==> src/rtl/core_pkg.sv <==
// core_pkg: forwarding-select codes and hazard FSM state shared by the core control logic
package core_pkg;
  localparam logic [1:0] FWD_REG = 2'd0;
  localparam logic [1:0] FWD_EX  = 2'd1;
  localparam logic [1:0] FWD_MEM = 2'd2;
  localparam logic [1:0] FWD_WB  = 2'd3;
  typedef enum logic [1:0] {RUN, MEM_WAIT, BUS_ERR} hz_state_t;
endpackage

==> src/rtl/fwd_sel.sv <==
// fwd_sel: priority forwarding selector for one source operand, nearest producer wins
module fwd_sel
  import core_pkg::*;
(
  input  logic [4:0] src,
  input  logic [4:0] ex_dst,
  input  logic [4:0] mem_dst,
  input  logic [4:0] wb_dst,
  input  logic       ex_regwrite,
  input  logic       mem_regwrite,
  input  logic       wb_regwrite,
  output logic [1:0] sel
);
  assign sel = src == 5'd0                        ? FWD_REG :
               ex_regwrite  && ex_dst  == src     ? FWD_EX  :
               mem_regwrite && mem_dst == src     ? FWD_MEM :
               wb_regwrite  && wb_dst  == src     ? FWD_WB  : FWD_REG;
endmodule

==> src/rtl/hazard_ctrl.sv <==
// hazard_ctrl: forwarding selects, load-use stalls, redirect flushes, data-memory waits and timeout halt
module hazard_ctrl
  import core_pkg::*;
#(
  parameter int MEM_TIMEOUT = 255
) (
  input  logic        clk,
  input  logic        reset,
  input  logic [4:0]  id_rs,
  input  logic [4:0]  id_rt,
  input  logic [4:0]  ex_dst,
  input  logic [4:0]  mem_dst,
  input  logic [4:0]  wb_dst,
  input  logic        ex_regwrite,
  input  logic        mem_regwrite,
  input  logic        wb_regwrite,
  input  logic        ex_mem_read,
  input  logic        ex_redirect,
  input  logic        mem_req,
  input  logic        mem_ready,
  output logic [1:0]  ctrl_rs,
  output logic [1:0]  ctrl_rt,
  output logic        pc_we,
  output logic        ifid_we,
  output logic        id_we,
  output logic        ifid_flush,
  output logic        id_flush,
  output logic        bus_error,
  output logic [31:0] stall_count
);
  hz_state_t   state, state_n;
  logic [15:0] wcnt, wcnt_n;
  logic [1:0]  rs_sel, rt_sel;
  logic        load_use, frozen, run;

  fwd_sel u_fwd_rs (.src(id_rs), .ex_dst(ex_dst), .mem_dst(mem_dst), .wb_dst(wb_dst),
                    .ex_regwrite(ex_regwrite), .mem_regwrite(mem_regwrite),
                    .wb_regwrite(wb_regwrite), .sel(rs_sel));
  fwd_sel u_fwd_rt (.src(id_rt), .ex_dst(ex_dst), .mem_dst(mem_dst), .wb_dst(wb_dst),
                    .ex_regwrite(ex_regwrite), .mem_regwrite(mem_regwrite),
                    .wb_regwrite(wb_regwrite), .sel(rt_sel));

  assign load_use = ex_mem_read && ex_dst != 5'd0 && (ex_dst == id_rs || ex_dst == id_rt);
  // The pipe is frozen whenever a data access is outstanding or the bus has failed
  assign frozen   = state == BUS_ERR || (state == RUN ? mem_req && !mem_ready : !mem_ready);
  assign run      = reset && !frozen;

  always_ff @(posedge clk) begin
    if (!reset) begin
      state       <= RUN;
      wcnt        <= '0;
      stall_count <= '0;
    end else begin
      state       <= state_n;
      wcnt        <= wcnt_n;
      stall_count <= !pc_we && stall_count != 32'hFFFF_FFFF ? stall_count + 32'd1 : stall_count;
    end
  end

  // Counter holds completed wait cycles, so the cycle being evaluated is wcnt+1
  always_comb begin
    state_n = state;
    wcnt_n  = wcnt;
    case (state)
      RUN: if (mem_req && !mem_ready) begin
        state_n = MEM_TIMEOUT == 1 ? BUS_ERR : MEM_WAIT;
        wcnt_n  = 16'd1;
      end
      MEM_WAIT: if (mem_ready) begin
        state_n = RUN;
        wcnt_n  = '0;
      end else if (wcnt >= 16'(MEM_TIMEOUT - 1)) begin
        state_n = BUS_ERR;
      end else begin
        wcnt_n  = wcnt + 16'd1;
      end
      default: state_n = BUS_ERR;
    endcase
  end

  always_comb begin
    ctrl_rs    = reset ? rs_sel : FWD_REG;
    ctrl_rt    = reset ? rt_sel : FWD_REG;
    pc_we      = run && (ex_redirect || !load_use);
    ifid_we    = run && (ex_redirect || !load_use);
    id_we      = run;
    ifid_flush = !reset || (run && ex_redirect);
    id_flush   = !reset || (run && (ex_redirect || load_use));
    bus_error  = reset && state == BUS_ERR;
  end
endmodule

==> config.mk <==
export PLATFORM = sky130hd
export DESIGN_NAME = hazard_ctrl
export DESIGN_NICKNAME = d
export VERILOG_FILES = /design/src/rtl/core_pkg.sv /design/src/rtl/fwd_sel.sv /design/src/rtl/hazard_ctrl.sv
export SDC_FILE = /design/constraint.sdc
export NUM_CORES = 1
export LEC_CHECK = 0
export BUFFER_PORTS_ARGS = -buffer_cell sky130_fd_sc_hd__buf_4
export CAP_MARGIN = 5
export CORE_MARGIN = 1.5
export CORE_UTILIZATION = 30
export DETAILED_ROUTE_END_ITERATION = 10
export SLEW_MARGIN = 20
export SYNTH_ARGS = -nofsm -noshare
export SYNTH_HDL_FRONTEND = slang
export SYNTH_SLANG_ARGS = --single-unit
==> constraint.sdc <==
create_clock -name clk -period 2.1 [get_ports clk]
set_clock_uncertainty 0.2 [all_clocks]
set_input_delay 0.105 -clock clk [delete_from_list [all_inputs] [get_ports clk]]
set_output_delay 0.105 -clock clk [all_outputs]
set_load 0.005 [all_outputs]
==> impl_metrics.py, run 1 <==
metrics = {
    "floorplanning": {
        "ios": 76,
        "coreArea_sq_um": 9684,
        "die_x_um": 102.7,
        "initial_utilization_pct": 30.78,
        "rows": 36,
        "die_h_um": 102.7,
        "dieArea_sq_um": 10540,
    },
    "layout": {
        "n_antenna_cell": 0,
        "final_cell_mix": "buf_4, dfxtp_1, nor2_1, nand2_1, xor2_1",
        "final_common_cell": "buf_4",
        "fin_cells": 621,
        "fillers": 936,
        "multi_input_area_sq_um": 1983,
        "regArea_sq_um": 1011,
        "drive_gt1_share_pct": 38.93,
        "finalNetCount": 524,
        "syn_to_final_growth_pct": 47.15,
    },
    "worst_setup_path": {
        "startpoint_type": "flip-flop",
        "crit_type": "flip-flop to flip-flop",
        "required_ps": 2150,
        "end_kind": "flip-flop",
        "rr_startpoint": "stall_count[6]",
        "critPathArrivalTime_ps": 2130,
        "crit_start": "stall_count[6]",
        "path_max_fanout": 3,
    },
    "run_status": {
        "status": "finished clean",
    },
    "run": {
        "max-cap-violations": 0,
    },
    "clocking": {
        "cts_root_buf": "clkbuf_8",
        "cts_tree": "done",
        "worst_skew_pair.late_latency_ps": 300,
        "clk_pin_slew_ps": 100,
        "cts_buffer_depth": 2,
        "cts_buffers": 5,
        "cts_sinks": 50,
        "htreeDepth": 2,
    },
    "sta": {
        "slew_headroom_pct": 75.36,
        "fin_crit_ps": 2087,
        "fin_ws_ps": 12.70,
        "fmax_mhz": 479.1,
        "final_max_slew_viol_count": 0,
        "min_period_over_period_pct": 99.40,
        "worst_pin_slew_ps": 366.8,
        "finalSetupViolCount": 0,
        "rsz0062_at_grt": "yes",
        "final_hold_viol_count": 0,
    },
    "global_route": {
        "grt_pass1_vias": 2968,
        "grt_max_degree": 30,
        "grtUsageTotal_pct": 16.29,
        "grt_overflow": 0,
        "grt_first_pass_wirelength_um": 13790,
        "antenna_found_initial": 0,
    },
    "route": {
        "drt_iter0_drc": 111,
        "via_count": 3033,
        "drt-total-wl_um": 8564,
        "wire_per_inst_um": 13.79,
        "drtPass1Iterations": 4,
        "via_per_inst": 4.884,
        "ant_nets": 0,
        "drc": 0,
    },
    "yosys": {
        "yosys.cell_types.count": 54,
        "synth.avg_cell_area_sq_um": 8.395,
        "synthCells": 355,
        "synth_ff_type": "dfxtp_1",
        "async_reset_ff_share_pct": 0,
        "synth_area_leaders": "dfxtp_1, xor2_1, xnor2_1, nor2_1, nand2_1",
        "syn-num-nets": 392,
        "synth_top_area_share_pct": 33.59,
        "synth_edf_count": 0,
        "yosysSeqAreaShare_pct": 33.59,
        "yosys.area.top_type": "dfxtp_1",
        "yosys_warnings": 0,
        "synth_seq_cells": 50,
        "synthesis.area_sq_um": 2980,
    },
    "pwr": {
        "power_switching_uw": 489.2,
        "pwr-share-seq_pct": 51.4,
        "combPwrFrac_pct": 17.2,
        "pwr-share-clk_pct": 31.4,
        "switching_share_pct": 26.10,
        "p_leak_uw": 0.001884,
        "p_per_area_nw_per_um2": 427.4,
        "p_int_uw": 1385,
        "ir_drop_uv": 329.7,
    },
    "placed_design": {
        "gp_congestion": 0.8071,
        "pre_cts_ws_ps": -34.52,
        "place_inst": 606,
        "dpl.hpwl_um": 6485,
        "portBuffers": 75,
    },
    "min_path": {
        "hold_start": "mem_ready",
        "min_path_type": "primary input to flip-flop",
    },
}
-- layout make-up --
cell class	instances	share of cell area [%]
Multi-Input combinational cell	279	45.22
Timing Repair Buffer	140	24.91
Sequential cell	50	23.05
Tap cell	133	3.795
Clock buffer	7	1.969
Inverter	11	0.9415
Clock inverter	1	0.1141
-- sequential cells by signal (all words and copies together) (netlist names) --
| name | cells |
|---|---|
| state | 2 |
| wcnt | 16 |
| stall_count | 32 |
-- layer usage --
metal / wire length, um / track usage (%)
met1: 3817 / 20.74
met3: 406 / 3.390
met5: 0 / 0
met4: 134 / 4.215
met2: 4205 / 28.07
-- per-stage QoR --
stage / utilization (%) / TNS [ps] / hold WS [ps] / cell area (sq um) / total power, uW
floorplan: - / 0 / -16.34 / 2990 / 1135
global placement: 42.30 / 0 / 144.3 / 4096 / 1293
detailed placement: 42.30 / -76.84 / 141.7 / 4096 / 1300
CTS: 43.76 / -62.18 / 0.3071 / 4238 / 1883
global route: 45.28 / -737.8 / 70.76 / 4385 / 1974
finish: 45.28 / 0 / 5.839 / 4385 / 1874
-- critical path, cell delays in order, from the launching register on --
cell	delay (ps)
dfxtp_2	340
and4_4	230
and2_4	160
nand3_4	90
or3_4	350
o22ai_4	140
or4b_4	480
o21ai_2	60
-- cell families (layout without fill, tap and decap cells) --
group	Yosys count	after routing	share of synthesized area [%]
adders and majority gates	3	3	1.260
DFF	50	50	33.59
buffers and inverters	26	159	4.198
muxes	11	11	3.695
xor gates and xnor gates	46	46	13.52
AOI/OAI and AO/OA	44	44	10.24
and+or+nand+nor	175	175	33.50
-- power by group through the flow --
stage	logic [uW]	clock network [uW]	registers [uW]
6_report	322	588	964
5_1_grt	356	652	966
4_1_cts	319	600	964
3_5_place_dp	314	0	986
3_3_place_gp	308	0	985
2_1_floorplan	146	0	989
-- worst paths after layout --
kind	slack, ps	cells past startpoint	endpoint
worst max-delay path	10	7	stall_count[18]
worst min-delay path	6	4	state[1]
worst max register to register	10	7	stall_count[18]
worst min register to register	300	1	wcnt[14]
-- Yosys cell counts, types with 3 or more instances --
library cell  number
inv_1             10
dfxtp_1           50
nand3_1           18
nand2_1           30
and4_1             5
xnor2_1           22
nor2b_1            4
nand2b_1          10
ha_1               3
xor2_1            24
a21o_1             3
mux2i_1           11
a21oi_1           13
o21ai_0            6
and2_1             7
nand4_1           12
or4_1              5
buf_2              4
nor2_1            39
a211oi_1           3
nor3b_1            4
and3_1             8
nor3_1            10
a31oi_1            3
clkbuf_1           6
nor4_1             9
-- what timing repair did --
| item | 4_1_cts | 5_1_grt |
|---|---|---|
| setup endpoints to repair | 6 | 25 |
| pin swaps | 3 | 16 |
| hold endpoints to repair | 2 | 0 |
| gates resized for setup | 7 | 32 |
| cloned | 1 | 0 |
| buffers inserted | 1 | 3 |
| hold buffers | 2 | 0 |
Power figures use the tool's default switching activity.
==> run 2, diff against run 1 <==
--- a/config.mk
+++ b/config.mk
@@ -7,9 +7,13 @@
 export LEC_CHECK = 0
 export BUFFER_PORTS_ARGS = -buffer_cell sky130_fd_sc_hd__buf_4
 export CAP_MARGIN = 5
+export CELL_PAD_IN_SITES_DETAIL_PLACEMENT = 0
+export CELL_PAD_IN_SITES_GLOBAL_PLACEMENT = 1
 export CORE_MARGIN = 1.5
 export CORE_UTILIZATION = 30
 export DETAILED_ROUTE_END_ITERATION = 10
+export GPL_ROUTABILITY_DRIVEN = 0
+export PLACE_DENSITY_LB_ADDON = 0.1
 export SLEW_MARGIN = 20
 export SYNTH_ARGS = -nofsm -noshare
 export SYNTH_HDL_FRONTEND = slang
==> run 2 against run 1 <==
Against the previous run: the run now ends with negative setup slack left; clock power up 19%; worst setup slack worse by 31 ps; utilization up 2.3 points; combinational power up 8.1%; sequential share of layout area down 0.90 points; routed wire length about the same; design area up 5.1%; non-clock buffer count up 25; sequential cell count unchanged; critical path depth unchanged; clock-buffer cell count down 1; register-to-register slack worse by 30 ps; highest routed layer unchanged.
==> impl_metrics.py, run 2 (synthesized netlist as in run 1, its figures left out) <==
metrics = {
    "global_route": {
        "grt_overflow": 0,
        "antenna_found_initial": 0,
        "grtUsageTotal_pct": 16.06,
        "grt_first_pass_wirelength_um": 13430,
        "grt_busiest_layer": "met2",
        "grtUsageMet2_pct": 27.15,
        "grt_max_degree": 30,
        "grt_pass1_vias": 2889,
        "use_met3_pct": 3.458,
        "grt_util_met1_pct": 21.20,
    },
    "worst_setup_path": {
        "max_stage_delay_ps": 480,
        "required_ps": 2150,
        "path_cells": "and4_4 > and2_4 > nand3_4 > or3_4 > o22ai_4 > or4b_4 > o21ai_2",
        "critPathArrivalTime_ps": 2170,
        "crit_buf_inv": 0,
        "crit_type": "flip-flop to flip-flop",
        "end_kind": "flip-flop",
        "crit_family": "simple AND/OR/NAND/NOR gates",
        "slowest_stage": "or4b_4",
        "path_max_fanout": 3,
        "startpoint_type": "flip-flop",
    },
    "clocking": {
        "cts_sinks": 50,
        "cts_tree": "done",
        "cts_root_buf": "clkbuf_8",
        "htreeDepth": 2,
        "clk_pin_slew_ps": 100,
        "worst_skew_pair.late_latency_ps": 310,
        "cts_buffer_depth": 2,
        "cts_buffers": 5,
    },
    "sta": {
        "finalSetupViolCount": 2,
        "slew_headroom_pct": 75.28,
        "fin_ws_ps": -18.52,
        "final_hold_viol_count": 0,
        "holdWs_ps": 80.55,
        "rsz0062_at_grt": "yes",
        "min_period_over_period_pct": 100.9,
        "fmax_mhz": 472.0,
        "worst_pin_slew_ps": 367.4,
        "fin_crit_ps": 2119,
        "final_max_slew_viol_count": 0,
    },
    "placed_design": {
        "pre_cts_ws_ps": -148.1,
        "placed_area_sq_um": 4151,
        "portBuffers": 75,
        "dpl.hpwl_um": 6267,
    },
    "layout": {
        "design_area_sq_um": 4609,
        "utilization_pct": 47.60,
        "fillers": 984,
        "final_cell_mix": "buf_4, nor2_1, dfxtp_1, nand2_1, xor2_1",
        "final_common_cell": "buf_4",
        "n_antenna_cell": 0,
        "largest_reg_flops": 32,
        "reg_top3": "stall_count (32), wcnt (16), state (2)",
        "syn_to_final_growth_pct": 54.66,
        "finalNetCount": 549,
        "regMostFlops": "stall_count",
        "drive_gt1_share_pct": 43.55,
    },
    "run": {
        "max-cap-violations": 0,
    },
    "route": {
        "drtPass1Iterations": 4,
        "drt-total-wl_um": 8571,
        "wire_per_inst_um": 13.29,
        "drc": 0,
        "drt_iter0_drc": 64,
        "via_per_inst": 4.812,
        "ant_nets": 0,
        "via_count": 3104,
    },
    "floorplanning": {
        "initial_utilization_pct": 30.78,
        "dieArea_sq_um": 10540,
        "die_x_um": 102.7,
        "ios": 76,
        "rows": 36,
        "die_h_um": 102.7,
        "coreArea_sq_um": 9684,
    },
    "pwr": {
        "p_per_area_nw_per_um2": 436.4,
        "p_leak_uw": 0.002013,
        "ir_drop_uv": 262.1,
    },
    "run_status": {
        "status": "finished with violations",
        "violations": "negative setup slack",
    },
    "min_path": {
        "min_path_type": "primary input to flip-flop",
    },
}
[run 2: cell count changes in the layout (fill, tap and decap cells not counted), moves of 2 or more]
cell | previous run | this run
nor3_2 | 0 | 2
nand3_1 | 13 | 16
nor3_1 | 9 | 7
buf_4 | 133 | 156
nand3_2 | 4 | 2
dfxtp_1 | 42 | 34
nor4_2 | 4 | 2
dfxtp_2 | 8 | 16
[run 2: metal layers]
layer,part of all wire (%),up-vias
met2,47,79
met5,0,-
met3,5.5,7
met4,0.86,0
li1,-,1566
met1,47,1452
[run 2: area by class of cell]
class / count / area [sq um] / share of cell area, %
sequential: 50 / 1021 / 22.15
clock buffer: 6 / 82.58 / 1.792
multi-input combinational: 279 / 1993 / 43.24
tap: 133 / 166.4 / 3.610
clock inverter: 1 / 30.03 / 0.6515
timing repair buffer: 165 / 1275 / 27.66
inverter: 11 / 41.29 / 0.8958
[run 2: power by group]
part           total [uW]  switching [uW]  internal (uW)  leakage (uW)
Combinational         348             169            178       0.00154
Sequential            964            6.18            958      0.000411
Clock                 699             318            382     0.0000573
Total                2010             493           1520       0.00201
[run 2: path summary, 6_finish.rpt]
kind                   from               to  slack (ps)  cells after the start
max reg2reg  stall_count[6]  stall_count[18]         -20                      7
min                 mem_req          wcnt[0]          80                      4
max          stall_count[6]  stall_count[18]         -20                      7
min reg2reg        wcnt[15]         wcnt[15]         300                      1
[run 2: worst min-delay path, cell delays in order]
cell,delay [ps]
buf_4,130
a21oi_1,110
or2_2,110
a31oi_1,70
[run 2: per-stage QoR]
stage / instances / power [uW] / TNS (ps)
3_3_place_gp: 615 / 1292 / -566.9
3_5_place_dp: 615 / 1296 / -1578
4_1_cts: 635 / 2037 / 0
6_report: 645 / 2011 / -27.03
5_1_grt: 645 / 2116 / -658.4
2_1_floorplan: 355 / 1135 / 0
[run 2: timing repair]
item	in CTS	in global routing
pin swaps	6	19
cloned	0	1
endpoints found under the setup margin	30	35
hold buffers	3	1
setup buffers	10	10
hold endpoints to repair	2	1
resized for setup	15	36
==> run 3, diff against run 2 <==
--- a/config.mk
+++ b/config.mk
@@ -9,11 +9,13 @@
 export CAP_MARGIN = 5
 export CELL_PAD_IN_SITES_DETAIL_PLACEMENT = 0
 export CELL_PAD_IN_SITES_GLOBAL_PLACEMENT = 1
+export CORE_ASPECT_RATIO = 0.75
 export CORE_MARGIN = 1.5
 export CORE_UTILIZATION = 30
 export DETAILED_ROUTE_END_ITERATION = 10
 export GPL_ROUTABILITY_DRIVEN = 0
 export PLACE_DENSITY_LB_ADDON = 0.1
+export REMOVE_ABC_BUFFERS = 1
 export SLEW_MARGIN = 20
 export SYNTH_ARGS = -nofsm -noshare
 export SYNTH_HDL_FRONTEND = slang
==> run 3 against run 2 <==
Against the previous run: the flow now finishes without violations; first-iteration DRC count increased by 47%; worst hold slack worse by 28 ps; die area about the same; clock-buffer cell count decreased by 1; design area fell by 1.4%; sequential share of layout area up 0.12 points; fmax rose by 1.1%; critical path depth unchanged; sequential power is essentially flat; cell count decreased by 1.2%; non-clock buffer count decreased by 8; largest cell class unchanged.
==> impl_metrics.py, run 3 (synthesized netlist as in run 1, its figures left out) <==
metrics = {
    "run_status": {
        "status": "finished clean",
    },
    "worst_setup_path": {
        "critPathArrivalTime_ps": 2130,
        "slowest_stage": "or4b_1",
        "startpoint_type": "flip-flop",
        "max_stage_delay_ps": 460,
        "crit_family": "simple AND/OR/NAND/NOR gates",
        "end_kind": "flip-flop",
        "crit_buf_inv": 0,
        "path_cells": "and4_4 > and2_4 > nand3_4 > or3_4 > o22ai_4 > or4b_1 > o21ai_1",
        "required_ps": 2130,
        "path_max_fanout": 5,
        "crit_type": "flip-flop to flip-flop",
    },
    "layout": {
        "largest_reg_flops": 32,
        "drive_gt1_share_pct": 39.60,
        "n_antenna_cell": 0,
        "syn_to_final_growth_pct": 52.52,
        "final_common_cell": "buf_4",
        "design_area_sq_um": 4546,
        "reg_top3": "stall_count (32), wcnt (16), state (2)",
        "regMostFlops": "stall_count",
        "fin_cells": 637,
        "final_cell_mix": "buf_4, dfxtp_1, nor2_1, nand2_1, xor2_1",
        "finalNetCount": 541,
    },
    "sta": {
        "min_period_over_period_pct": 99.80,
        "fin_crit_ps": 2096,
        "final_max_slew_viol_count": 0,
        "slew_headroom_pct": 74.13,
        "worst_pin_slew_ps": 386.6,
        "finalSetupViolCount": 0,
        "holdWs_ps": 52.13,
        "fmax_mhz": 477.1,
        "rsz0062_at_grt": "yes",
        "final_hold_viol_count": 0,
    },
    "clocking": {
        "htreeDepth": 2,
        "cts_buffer_depth": 2,
        "cts_tree": "done",
        "cts_buffers": 5,
        "clk_pin_slew_ps": 80,
        "cts_sinks": 50,
        "cts_root_buf": "clkbuf_16",
        "worst_skew_pair.late_latency_ps": 300,
    },
    "global_route": {
        "grt_util_met1_pct": 23.31,
        "grt_pass1_vias": 2794,
        "grt_overflow": 0,
        "use_met3_pct": 4.082,
        "grt_max_degree": 29,
        "grtUsageMet2_pct": 24.21,
        "grt_first_pass_wirelength_um": 13650,
        "grtUsageTotal_pct": 16.19,
        "grt_busiest_layer": "met2",
        "antenna_found_initial": 0,
    },
    "run": {
        "max-cap-violations": 0,
    },
    "pwr": {
        "pwr-share-seq_pct": 42.4,
        "p_int_uw": 1701,
        "pwr-share-clk_pct": 42.7,
        "combPwrFrac_pct": 14.9,
        "p_leak_uw": 0.001980,
        "p_per_area_nw_per_um2": 500.5,
        "p_total_uw": 2275,
        "power_switching_uw": 574.3,
        "ir_drop_uv": 410.5,
        "switching_share_pct": 25.24,
    },
    "floorplanning": {
        "coreArea_sq_um": 9658,
        "die_x_um": 118.1,
        "ios": 76,
        "rows": 31,
        "die_h_um": 89.32,
        "initial_utilization_pct": 30.86,
        "dieArea_sq_um": 10550,
    },
    "route": {
        "via_count": 3021,
        "drc": 0,
        "drtPass1Iterations": 4,
        "ant_nets": 0,
        "drt-total-wl_um": 8585,
        "wire_per_inst_um": 13.48,
        "via_per_inst": 4.743,
        "drt_iter0_drc": 94,
    },
    "placed_design": {
        "placed_area_sq_um": 4205,
        "portBuffers": 75,
        "place_inst": 621,
        "dpl.hpwl_um": 6442,
    },
    "min_path": {
        "min_path_type": "primary input to flip-flop",
    },
}
-- run 3: worst paths after layout --
| kind | from | end | slack, ps | cells past startpoint |
|---|---|---|---|---|
| setup / recovery | stall_count[5] | stall_count[18] | 4 | 7 |
| hold / removal | mem_req | wcnt[0] | 50 | 4 |
| setup reg to reg | stall_count[5] | stall_count[18] | 4 | 7 |
| hold reg to reg | wcnt[15] | wcnt[15] | 290 | 1 |
-- run 3: worst min-delay path: stages --
cell and delay, ps:
buf_4 120, a21oi_1 100, or2_2 100, a31oi_1 60
-- run 3: metal layers --
| metal | vias up | routed length, um |
|---|---|---|
| met4 | 0 | 82 |
| met5 | - | 0 |
| met1 | 1382 | 4413 |
| met3 | 7 | 468 |
| met2 | 76 | 3620 |
| li1 | 1556 | - |
-- run 3: cell type report --
cell class,instances,area (sq um)
repair buffers,157,1215
inverters,11,41.29
flip-flops and latches,50,1012
clock inverters,3,48.80
fillers,939,5112
clock buffers,5,125.1
well taps,132,165.2
multi-input cells,279,1938
-- run 3: power groups by stage --
stage | Combinational (uW) | Sequential (uW) | Clock, uW
global route | 372 | 965 | 1040
floorplan | 130 | 990 | 0
detailed placement | 327 | 986 | 0
CTS | 336 | 963 | 1000
global placement | 322 | 985 | 0
finish | 339 | 964 | 972
-- run 3: stage by stage --
stage	setup WS, ps	util, %	setup TNS, ps
floorplan	-221.1	-	-2055
global placement	-79.80	43.54	-489.9
detailed placement	-111.1	43.54	-644.3
CTS	-2.016	46.18	-2.016
global route	-85.66	47.07	-532.9
finish	4.121	47.07	0
-- run 3: what timing repair did --
| action | CTS | global route |
|---|---|---|
| endpoints found under the setup margin | 12 | 30 |
| setup buffers | 3 | 2 |
| resized for setup | 10 | 22 |
| endpoints found under the hold margin | 4 | 0 |
| pin swaps | 5 | 8 |
| hold buffers | 3 | 0 |
